<file path="config.mk">
export PLATFORM = sky130hd
export DESIGN_NAME = val2_imm_encoder
export DESIGN_NICKNAME = d
export VERILOG_FILES = /design/src/rtl/val2_imm_encoder.sv
export SDC_FILE = /design/constraint.sdc
export NUM_CORES = 1
export LEC_CHECK = 0
export CELL_PAD_IN_SITES_DETAIL_PLACEMENT = 0
export CELL_PAD_IN_SITES_GLOBAL_PLACEMENT = 1
export CORE_UTILIZATION = 35
export DETAILED_ROUTE_END_ITERATION = 8
export HOLD_SLACK_MARGIN = 0.12
export PLACE_DENSITY_LB_ADDON = 0.2
export SYNTH_ARGS = -nofsm -noshare
export SYNTH_HDL_FRONTEND = slang
export SYNTH_SLANG_ARGS = --single-unit
</file>
<file path="constraint.sdc">
create_clock -name clk -period 3.5 [get_ports clk]
set_input_delay 1.05 -clock clk [delete_from_list [all_inputs] [get_ports clk]]
set_output_delay 1.05 -clock clk [all_outputs]
set_load 0.05 [all_outputs]
</file>
<file path="src/rtl/val2_imm_encoder.sv">
// val2_imm_encoder
// Finds the Val2 shifter-operand encoding {rotate_imm, imm8} of a 32-bit constant,
// meaning imm8 ROR (2*rotate_imm) == constant. The search tries one rotation per cycle,
// starting at rotate_imm 0, so the smallest matching rotation is the one reported.
//
// Handshake: a transfer happens on a rising clk edge where valid and ready are both
// high. The producer holds valid (and its data) until that edge. The consumer may
// drive ready at any time. Neither side lets valid depend on ready. in_ready is high
// only in IDLE, and out_valid is high only in DONE, so requests never overlap.
//
// Only DATA_LEN = 32 is meaningful, because rotate amounts are defined for 32 bits.
module val2_imm_encoder #(
  parameter int DATA_LEN = 32
) (
  input  logic                clk,
  input  logic                rst,
  input  logic                in_valid,
  output logic                in_ready,
  input  logic [DATA_LEN-1:0] value,
  output logic                out_valid,
  input  logic                out_ready,
  output logic                ok,
  output logic [11:0]         offset,
  output logic [4:0]          rot_tries,
  output logic [1:0]          dbg_state_o
);

  typedef enum logic [1:0] {
    ST_IDLE   = 2'd0,
    ST_SEARCH = 2'd1,
    ST_DONE   = 2'd2
  } state_t;

  state_t              state_q, state_d;
  logic [DATA_LEN-1:0] val_q, val_d;
  logic [3:0]          rot_q, rot_d;
  logic                ok_q, ok_d;
  logic [11:0]         offset_q, offset_d;
  logic [4:0]          tries_q, tries_d;

  logic [4:0]          rol_amt;
  logic [DATA_LEN-1:0] cand;
  logic                hit;
  logic                last_rot;

  // Candidate for the current rotation: val_q rotated left by 2*rot. A shift by the
  // full width yields zero, so the rot=0 case reduces to val_q.
  always_comb begin
    rol_amt  = {rot_q, 1'b0};
    cand     = (val_q << rol_amt) | (val_q >> (6'd32 - {1'b0, rol_amt}));
    hit      = (cand[31:8] == 24'd0);
    last_rot = (rot_q == 4'd15);
  end

  // State register.
  always_ff @(posedge clk or posedge rst) begin
    if (rst) begin
      state_q <= ST_IDLE;
    end else begin
      state_q <= state_d;
    end
  end

  // Next-state logic: IDLE -> SEARCH -> DONE -> IDLE.
  always_comb begin
    state_d = state_q;
    case (state_q)
      ST_IDLE:   if (in_valid)          state_d = ST_SEARCH;
      ST_SEARCH: if (hit || last_rot)   state_d = ST_DONE;
      ST_DONE:   if (out_ready)         state_d = ST_IDLE;
      default:                          state_d = ST_IDLE;
    endcase
  end

  // Handshake outputs and debug view, decoded from the current state only.
  always_comb begin
    in_ready    = (state_q == ST_IDLE);
    out_valid   = (state_q == ST_DONE);
    dbg_state_o = state_q;
  end

  // Datapath next values: latch the request, step the rotation, capture the result.
  always_comb begin
    val_d    = val_q;
    rot_d    = rot_q;
    ok_d     = ok_q;
    offset_d = offset_q;
    tries_d  = tries_q;
    case (state_q)
      ST_IDLE: begin
        if (in_valid) begin
          val_d = value;
          rot_d = 4'd0;
        end
      end
      ST_SEARCH: begin
        if (hit) begin
          ok_d     = 1'b1;
          offset_d = {rot_q, cand[7:0]};
          tries_d  = {1'b0, rot_q} + 5'd1;
        end else if (last_rot) begin
          ok_d     = 1'b0;
          offset_d = 12'h000;
          tries_d  = 5'd16;
        end else begin
          rot_d = rot_q + 4'd1;
        end
      end
      default: ;
    endcase
  end

  // Datapath registers. Results hold their value through DONE until the handoff.
  always_ff @(posedge clk or posedge rst) begin
    if (rst) begin
      val_q    <= '0;
      rot_q    <= 4'd0;
      ok_q     <= 1'b0;
      offset_q <= 12'h000;
      tries_q  <= 5'd0;
    end else begin
      val_q    <= val_d;
      rot_q    <= rot_d;
      ok_q     <= ok_d;
      offset_q <= offset_d;
      tries_q  <= tries_d;
    end
  end

  // Result ports.
  always_comb begin
    ok        = ok_q;
    offset    = offset_q;
    rot_tries = tries_q;
  end

endmodule

</file>
Word-level counts from Yosys, hierarchy flattened
Index checks and enable logic that the tools add are counted.
{"block": "word_totals", "input_bits": 36, "romBits": 0, "word_cells": 43, "register_bits": 56, "mem_count": 0, "mem_bits_rw": 0, "latch_bits": 0}
{"block": "classes", "add_sub_neg": 3, "mux": 14, "n_lt_le_gt_ge": 0, "multipliers": 0, "n_div": 0, "n_shift": 2, "n_reduce_logical": 9, "eq_ne": 8, "n_bitwise": 1}
{"operator": "32-bit OR", "n": 1}
{"operator": "32-bit by 5-bit left shift with 32-bit output", "n": 1}
{"operator": "32-bit by 6-bit right shift with 32-bit output", "n": 1}
{"operator": "24-bit logical NOT", "n": 1}
{"operator": "12-bit 2-to-1 mux", "n": 2}
{"operator": "4-bit 2-to-1 mux", "n": 3}
{"operator": "5-bit 2-to-1 mux", "n": 2}
{"operator": "2-bit inequality test (second input constant)", "n": 4}
{"operator": "4-bit one-hot mux with 2 select lines", "n": 1}
{"operator": "2-bit 2-to-1 mux", "n": 3}
{"operator": "2-bit one-hot mux with 3 select lines", "n": 1}
{"operator": "6-bit by 5-bit subtractor with 6-bit output (first input constant)", "n": 1}
{"operator": "4-bit by 1-bit adder with 5-bit output (second input constant)", "n": 1}
{"operator": "4-bit by 1-bit adder with 4-bit output (second input constant)", "n": 1}
{"operator": "4-bit equality test (second input constant)", "n": 1}
{"operator": "2-bit AND reduction", "n": 2}
{"operator": "4-bit AND reduction", "n": 1}
{"operator": "2-bit nonzero test", "n": 2}
{"operator": "3-bit AND reduction", "n": 1}
{"operator": "2-bit by 1-bit equality test with 1-bit output (second input constant)", "n": 1}
{"operator": "2-bit equality test (second input constant)", "n": 1}
{"operator": "2-bit logical NOT", "n": 1}
{"operator": "1-bit 2-to-1 mux", "n": 2}
{"operator": "2-bit by 1-bit inequality test with 1-bit output (second input constant)", "n": 1}
{"operator": "1-bit logical OR", "n": 1}

Longest topological paths before layout
Gate-level depths: netlist (run 1).
{"block": "logic_depth", "word_depth": 7, "ltp_mapped": 16}

Worst setup path before layout (run 1)
Ideal clock, no wire load.
{"block": "synth_timing", "path_type": "register to register", "startpoint": "register rot_q[0]", "endpoint": "register offset_q[11] (netlist: offset[11])", "stages_incl_launch_ff": 13, "period_less_slack_ns": 3.494, "setup_slack_ns": 0.006, "required_ns": 3.418, "t_arrival_ns": 3.412, "path_cell_list": "dfrtp_1 buf_6 clkinv_1 clkbuf_1 ha_1 xor2_2 mux4_2 a2111oi_2 a31o_2 nand4_4 nor2_8 buf_8 mux2i_1"}
{"block": "synth_between", "elab_chain_len": 6}
{"element": "start: declaration", "line_no": "36", "source": "logic [3:0] rot_q, rot_d;"}
{"element": "start signal: assignment", "line_no": "123", "source": "rot_q <= rot_d;"}
{"element": "6-bit by 5-bit subtractor with 6-bit output", "line_no": "50", "source": "cand = (val_q << rol_amt) | (val_q >> (6'd32 - {1'b0, rol_amt}));"}
{"element": "32-bit by 6-bit right shift with 32-bit output", "line_no": "50"}
{"element": "32-bit OR", "line_no": "50"}
{"element": "24-bit logical NOT", "line_no": "51", "source": "hit = (cand[31:8] == 24'd0);"}
{"element": "2-bit nonzero test (no source line)"}
{"element": "2-bit AND reduction (no source line)"}
{"element": "end signal: assignment", "line_no": "125", "source": "offset_q <= offset_d;"}
{"element": "end: declaration", "line_no": "38", "source": "logic [11:0] offset_q, offset_d;"}
Parallel ways exist; a longest one is shown, timed or not.
A chain may end at the register's enable or synchronous reset.

Worst setup path after layout (run 1)
Ends and elaborated chain as after synthesis.

==> results.cfg, run 1 <==
[worst_hold_path]
hp-class = reg2reg

[finish]
final_common_cell = clkdlybuf4s50_1
diodes = 0
area_growth_pct = 22.2
stdcell_count = 628
final_cell_mix = 57 x clkdlybuf4s50_1, 55 x dfrtp_1, 45 x nand2_1
final_nets = 522
drive_gt1_share_pct = 19.2

[timing]
final.setup.tns_ps = 0
fin_worst_skew_ps = 3.08
slew_headroom_pct = 58.3
fmax_mhz = 319
post-route-min-period_ps = 3140
hold_viol = 0
period_share_pct = 89.6
holdWs_ps = 480
setup_viol = 0
tightest_slew_ps = 620
final_max_slew_viol_count = 0
rsz0062_at_grt = false

[floorplanning]
die_y_um = 112
ios = 58
initial_core_util_pct = 36.5
core-area_mm2 = 0.0116
die-area_mm2 = 0.0125
die-width_um = 112
rows = 39

[clock_network]
clkTransAtPathRegs_ps = 70
htreeDepth = 2
cts_buffers = 5
cts-root-buf = clkbuf_16
clock_sinks = 56
cts_buffer_depth = 2
cts_tree = built
clk_latency_ps = 300
hold_buffers = 0

[drt]
drt.antenna.violating_nets = 0
vias = 3616
wire_per_inst_um = 19.0
dr.pass1.iters = 7
viasPerCell = 5.76
drt-total-wl_um = 11900
drt_iter0_drc = 340
drc = 3

[status]
violations = DRC
run_status = finished with violations

[placement]
dp_hpwl_um = 8500
dp.cells = 618
port_buffers = 57
gp_congestion = 0.872

[critical_path]
critPathKind = reg2reg
reg2reg_from = rot_q[0]
arrival_ps = 3360
cp.required_ps = 3730
rr_worst_depth = 12
rrSetupSlack_ps = 360
start_kind = register
r2r_end = offset[11]
crit_end = offset[11]
cp-end-kind = register
startpoint = rot_q[0]
worstPathMaxFanout = 14

[yosys]
syn_inst = 436
yosysWarnings = 0
synth-seq-cells = 56
syn-num-nets = 474
synth_area_per_cell_um2 = 9.69
seq_area_frac_synth_pct = 33.2
netlist_area_mm2 = 0.00422
async_reset_ff_share_pct = 100
ys_types = 63
synth_edf_count = 0
ys.flop_type = dfrtp_1

[global_route]
track_usage_pct = 20.3
grt_antenna_before_repair = 0
grt_pass1_vias = 3461
grt_overflow = 0
grt_max_degree = 74
grt_pass1_wl_um = 19900

[run]
drv_cap = 0
## metrics by stage
stage	setup WS [ps]	util [%]	area, um2
2_1_floorplan	5.99	-	4220
3_3_place_gp	267	42.8	4940
3_5_place_dp	154	42.8	4940
4_1_cts	151	44.3	5120
5_1_grt	111	44.6	5160
6_report	364	44.6	5160
## layout make-up
class / count / area, um2
fill: 1129 / 6400
multi-input combinational: 336 / 2610
sequential: 56 / 1400
timing repair buffer: 77 / 758
tap: 143 / 179
clock buffer: 6 / 139
clock inverter: 2 / 38.8
inverter: 8 / 30.0
## worst max-delay path, stage by stage, from the launching register on
cell	delay, ps
dfrtp_2	390
clkinv_1	120
ha_4	330
buf_4	200
or3_1	320
o31ai_1	100
a2bb2oi_1	170
a2111oi_2	400
a31o_2	250
nand4_4	210
nor2_8	190
buf_12	170
mux2i_1	190
## layer usage
metal,GRT usage (%),share of wire (%),vias up
met5,0,0,-
met4,7.57,2.0,0
met3,2.50,3.8,14
met2,31.0,47,96
met1,29.2,48,1784
li1,-,-,1722
## repair_timing
action,CTS,global route
resized for setup,0,1
setup buffers,0,2
setup endpoints to repair,0,16
## worst min path at each step
stage               startpoint  slack (ps)  endpoint  cells past startpoint
global route                ok         510        ok                      1
floorplan             val_q[8]         520  val_q[8]                      1
CTS                         ok         490        ok                      1
global placement            ok         460        ok                      1
finish                      ok         480        ok                      1
detailed placement          ok         470        ok                      1
## flip-flops by register name (all words and copies together) (netlist names)
register and count:
ok 1, rot_tries 5, dbg_state_o 2, rot_q 4, offset 12, val_q 32
## cell usage after synthesis, types with 4 or more instances
cell type / number / area share [%]
nor4_1: 7 / 1.0
nand2b_1: 7 / 1.0
mux2i_1: 41 / 9.7
a211oi_1: 9 / 1.6
o21ai_0: 16 / 1.9
nor2b_1: 4 / 0.59
o211ai_1: 5 / 0.89
a32oi_1: 4 / 0.83
nand3_1: 13 / 1.5
nand2_1: 45 / 4.0
buf_2: 12 / 1.4
mux4_2: 14 / 7.5
nor3_1: 17 / 2.0
dfrtp_1: 56 / 33
nor3b_1: 6 / 1.1
nand4_1: 4 / 0.59
nor2_1: 31 / 2.8
inv_1: 5 / 0.44
a21oi_1: 17 / 2.0
mux2_2: 38 / 10
clkbuf_1: 14 / 1.2
xnor2_1: 5 / 1.0
buf_1: 4 / 0.36
## cell families after synthesis
logic type | share of synthesized area (%)
AND/OR/NAND/NOR | 17.9
multiplexers | 27.6
AO/OA/AOI/OAI | 14.1
flip-flops | 33.2
buffers and inverters | 5.24
XOR/XNOR | 1.42
adder cells (fa/ha/maj) | 0.592
Power of run 1 is not shown: default switching activity piles up to over one toggle a cycle in this logic, so the estimate is an artifact.
==> run 2: changes to the inputs <==
PLACE_DENSITY = 0.78   (was default)
PLACE_DENSITY_LB_ADDON = default   (was 0.2)
SETUP_SLACK_MARGIN = 0.15   (was default)
==> run 2 against run 1 <==
The flow still finishes with violations (DRC). Routed wire length down 2.2%. Final cell count down 0.16%. Global-route usage down 1.1 points. Critical path depth down 1. Die area unchanged. Non-clock buffer count down 1. Register-to-register slack about the same. Via count up 2.0%. Sequential share of layout area about the same. Largest cell class unchanged.
==> results.cfg, run 2 (synthesized netlist as in run 1, its figures left out) <==
[critical_path]
arrival_ps = 3320
worstPathMaxFanout = 22
start_kind = register
critPathKind = reg2reg
cp.required_ps = 3680
cp-end-kind = register

[timing]
final_max_slew_viol_count = 0
period_share_pct = 89.6
post-route-min-period_ps = 3140
final.setup.tns_ps = 0
rsz0062_at_grt = false
fin_worst_skew_ps = 5.48
worst_slack_ps = 363
fmax_mhz = 319
setup_viol = 0
slew_headroom_pct = 42.2
hold_viol = 0
tightest_slew_ps = 861

[placement]
dp_hpwl_um = 8640
port_buffers = 57
dpl_cell_area_mm2 = 0.00495
gp_congestion = 0.921
dpl_worst_slack_ps = 267

[clock_network]
cts-root-buf = clkbuf_16
cts_tree = built
cts_buffer_depth = 2
cts_buffers = 5
htreeDepth = 2
clock_sinks = 56
clkTransAtPathRegs_ps = 70
clk_latency_ps = 300

[status]
violations = DRC
run_status = finished with violations

[global_route]
grt_overflow = 0
grt_antenna_before_repair = 0
grt_pass1_vias = 3574
grt_pass1_wl_um = 18800
grt_max_degree = 74
track_usage_pct = 19.2

[floorplanning]
ios = 58
rows = 39
die-width_um = 112
initial_core_util_pct = 36.5
die_y_um = 112
core-area_mm2 = 0.0116
die-area_mm2 = 0.0125

[drt]
drt_iter0_drc = 335
drt.antenna.violating_nets = 0
drt-total-wl_um = 11700
wire_per_inst_um = 18.6
dr.pass1.iters = 7
viasPerCell = 5.88
vias = 3687
drc = 1

[finish]
area_growth_pct = 22.3
regMostFlops = val_q
fin_area_mm2 = 0.00516
final_common_cell = clkdlybuf4s50_1
drive_gt1_share_pct = 19.4
final_cell_mix = 57 x clkdlybuf4s50_1, 55 x dfrtp_1, 45 x nand2_1
utilization_pct = 44.7
largest_reg_flops = 32
diodes = 0
final_nets = 521

[run]
drv_cap = 0

[worst_hold_path]
hp-class = reg2reg
run 2: cell types whose count changed in the layout (fill, tap and decap cells not counted), sizes merged:
cell / before / now
inv: 5 / 6
clkbuf: 6 / 5
clkinv: 4 / 3
buf: 20 / 19
clkinvlp: 0 / 1
run 2: worst paths after layout:
check / startpoint / end / slack (ps) / cells past startpoint
worst max-delay path: rot_q[0] / rot_q[1] / 360 / 11
worst min-delay path: ok / ok / 490 / 1
worst max register to register: rot_q[0] / rot_q[1] / 360 / 11
worst min register to register: ok / ok / 490 / 1
max in group asynchronous: rst / rot_q[3] / 1780 / 3
min in group asynchronous: rst / val_q[16] / 1150 / 2
run 2: area by class of cell:
cell class              instances  area [um2]
clock inverters                 3        46.3
flip-flops and latches         56        1400
well taps                     143         179
multi-input cells             336        2630
fillers                      1088        6400
inverters                       8        31.3
repair buffers                 76         754
clock buffers                   5         125
run 2: what timing repair did:
| item | in CTS | in global routing |
|---|---|---|
| setup endpoints to repair | 0 | 17 |
| hold buffers | 0 | 0 |
| setup buffers | 0 | 2 |
| resized for setup | 0 | 2 |
run 2: through the flow:
step,hold slack (ps),instances
2_1_floorplan,524,436
3_3_place_gp,465,617
3_5_place_dp,481,617
4_1_cts,499,625
5_1_grt,507,627
6_report,487,627
run 2: worst max-delay path, cell delays in order (launching register included):
cell	delay (ps)
dfrtp_2	400
clkinv_2	60
ha_2	480
buf_6	250
mux2_2	390
nand2_1	70
a21oi_1	90
a2111oi_2	300
a31o_2	240
nand4_4	200
nand3_1	180
mux2_1	340
run 2: per-layer routing:
metal / track usage, % / up-vias / wire, um
li1: - / 1715 / -
met1: 26.0 / 1826 / 5280
met2: 30.9 / 128 / 5530
met3: 2.99 / 18 / 608
met4: 7.03 / 0 / 255
met5: 0 / - / 0
Power of run 2 is left out for the same reason.
==> RTL change: new RTL, config.mk and constraints of run 1 <==
Reset style: synchronous (`rst`), changed in 2 clocked blocks.
--- a/src/rtl/val2_imm_encoder.sv
+++ b/src/rtl/val2_imm_encoder.sv
@@ -54,5 +54,5 @@
 
   // State register.
-  always_ff @(posedge clk or posedge rst) begin
+  always_ff @(posedge clk) begin
     if (rst) begin
       state_q <= ST_IDLE;
@@ -112,5 +112,5 @@
 
   // Datapath registers. Results hold their value through DONE until the handoff.
-  always_ff @(posedge clk or posedge rst) begin
+  always_ff @(posedge clk) begin
     if (rst) begin
       val_q    <= '0;
Formal check against the unedited RTL: differs if rst is asserted again (counterexample within 4 cycles, from zero or initial values and one cycle with rst high); with rst held inactive, the same outputs for 10 cycles.
==> RTL change against run 1 <==
Sequential cell count stayed put. Final cell count rose by 5.7%. Worst setup slack got worse by 0.15 ns. Area after synthesis shrank 8.5%. Final area down 8.6%. Wire length is 4.6% lower. Critical path type unchanged.
Power is left out: it rests on default switching activity, and per cell area and clock period it moved more than threefold.
==> RTL change: results (changes against run 1) <==
Global routing
  – First-pass GRT wire length: 19000 um (was 19900 um)
  – Vias in the first global route: 3502 (was 3461)
  – Overall routing resource usage: 21.0% (was 20.3%)
  – Largest net degree at the start of global routing: 37 (was 74)

Logic synthesis
  – Post-synth top flop: dfxtp_1 (was dfrtp_1)
  – Synth cell count leaders: nand2_1 (96), dfxtp_1 (56), a21oi_1 (52), nor2_1 (32) (was dfrtp_1 (56), nand2_1 (45), mux2i_1 (41), mux2_2 (38), nor2_1 (31))
  – Main area contributors after synthesis: dfxtp_1 (29%), mux4_2 (10%), nand2_1 (9.3%), mux2i_1 (7.8%), a21oi_1 (6.7%) (was dfrtp_1 (33%), mux2_2 (10%), mux2i_1 (9.7%), mux4_2 (7.5%), nand2_1 (4.0%))
  – Yosys warns: 0 (unchanged)
  – Post-Syn Nets: 523 (was 474)
  – Most common cell in the synthesized netlist: nand2_1 (was dfrtp_1)
  – Sequential share of the synthesized area: 29.0% (was 33.2%)
  – Yosys cell types: 54 (was 63)
  – Asr flop ratio synth: 0% (was 100%)

Cells and area
  – N_diodes: 0 (unchanged)
  – Share of cells above drive strength 1: 14.4% (was 19.2%)
  – Nets@finish: 565 (was 522)
  – Filler cells: 1063 (was 1129)

STA
  – Worst slew pin tran: 0.710 ns (was 0.620 ns)
  – Skew final: 0.0103 ns (was 0.00308 ns)

Detailed routing
  – Met3 routed WL: 770 um (was 453 um)
  – Met2 WL: 5110 um (was 5560 um)
  – Final wirelength: 11400 um (was 11900 um)
  – Uppermost layer routed: met4 (unchanged)
  – Vias: 3763 (was 3616)
  – DRT Pass-1 Iters: 4 (was 7)
  – Met1 wire length: 5310 um (was 5680 um)
  – Initial DRC count: 225 (was 340)

Setup path
  – Worst path arrival time: 3.50 ns (was 3.36 ns)
  – Top delay family on crit path: compound AO/OA/AOI/OAI gates (unchanged)
  – CP max-delay cell: a211oi_2 (was a2111oi_2)
  – CP Max Fanout: 17 (was 14)

Placed design
  – PortBufs: 57 (unchanged)
  – Global placement routability congestion: 0.903 (was 0.872)
  – Detail Placement HPWL: 8240 um (was 8500 um)

Clock tree
  – Clock slew seen by the registers of the worst setup and hold paths: 0.11 ns (was 0.07 ns)
  – CTS max path bufs: 2 (unchanged)
  – Clk_lat worst skew: 0.32 ns (was 0.30 ns)
  – Clock Tree Root: clkbuf_8 (was clkbuf_16)

Status
  – Status: complete, no violations (was finished with violations)
## RTL change: changes by cell type after synthesis, sizes merged, moves of 17 or more
cell and change:
a21oi +34, clkbuf +17, dfrtp -56, dfxtp +56
mux2 -28, nand2 +51
## RTL change: worst paths after layout
check,start,endpoint,slack (ns),depth (start not counted)
worst max-delay path,rot_q[1],rot_q[0],0.21,11
worst min-delay path,rot_tries[4],rot_tries[4],0.46,2
worst max register to register,rot_q[1],rot_q[0],0.21,11
worst min register to register,rot_tries[4],rot_tries[4],0.46,2
## RTL change: routing by layer
layer | global-route usage, % | vias to the layer above
met5 | 0 | -
met4 | 5.58 | 0
met3 | 3.59 | 21
met2 | 32.1 | 112
met1 | 30.4 | 1787
li1 | - | 1843
## RTL change: area by class of cell
class	count	area (um2)	area share [%]
clock buffers	6	72.6	1.54
flip-flops and latches	56	1120	23.8
well taps	136	170	3.61
multi-input cells	379	2540	53.9
inverters	5	18.8	0.398
clock inverters	2	38.8	0.822
repair buffers	80	751	15.9
## RTL change: logic make-up after synthesis
kind of cell	synth area share, %
and+or+nand+nor	24.1
AOI/OAI and AO/OA	18.0
muxes	21.6
DFF	29.0
buffers and inverters	5.51
xor gates and xnor gates	1.13
adders and majority gates	0.648
## RTL change: worst min-delay path, cell delays in order (launching register included)
cell	delay (ns)
dfxtp_1	0.32
nand2_1	0.05
a21oi_1	0.05
## RTL change: metrics by stage
step	instances	cell area (um2)	setup WS (ns)	utilization, %
detailed placement	656	4610	0.225	43.8
floorplan	485	3890	0.0373	-
finish	664	4720	0.215	44.9
global route	664	4720	0.0206	44.9
global placement	656	4610	0.315	43.8
CTS	664	4720	0.216	44.9
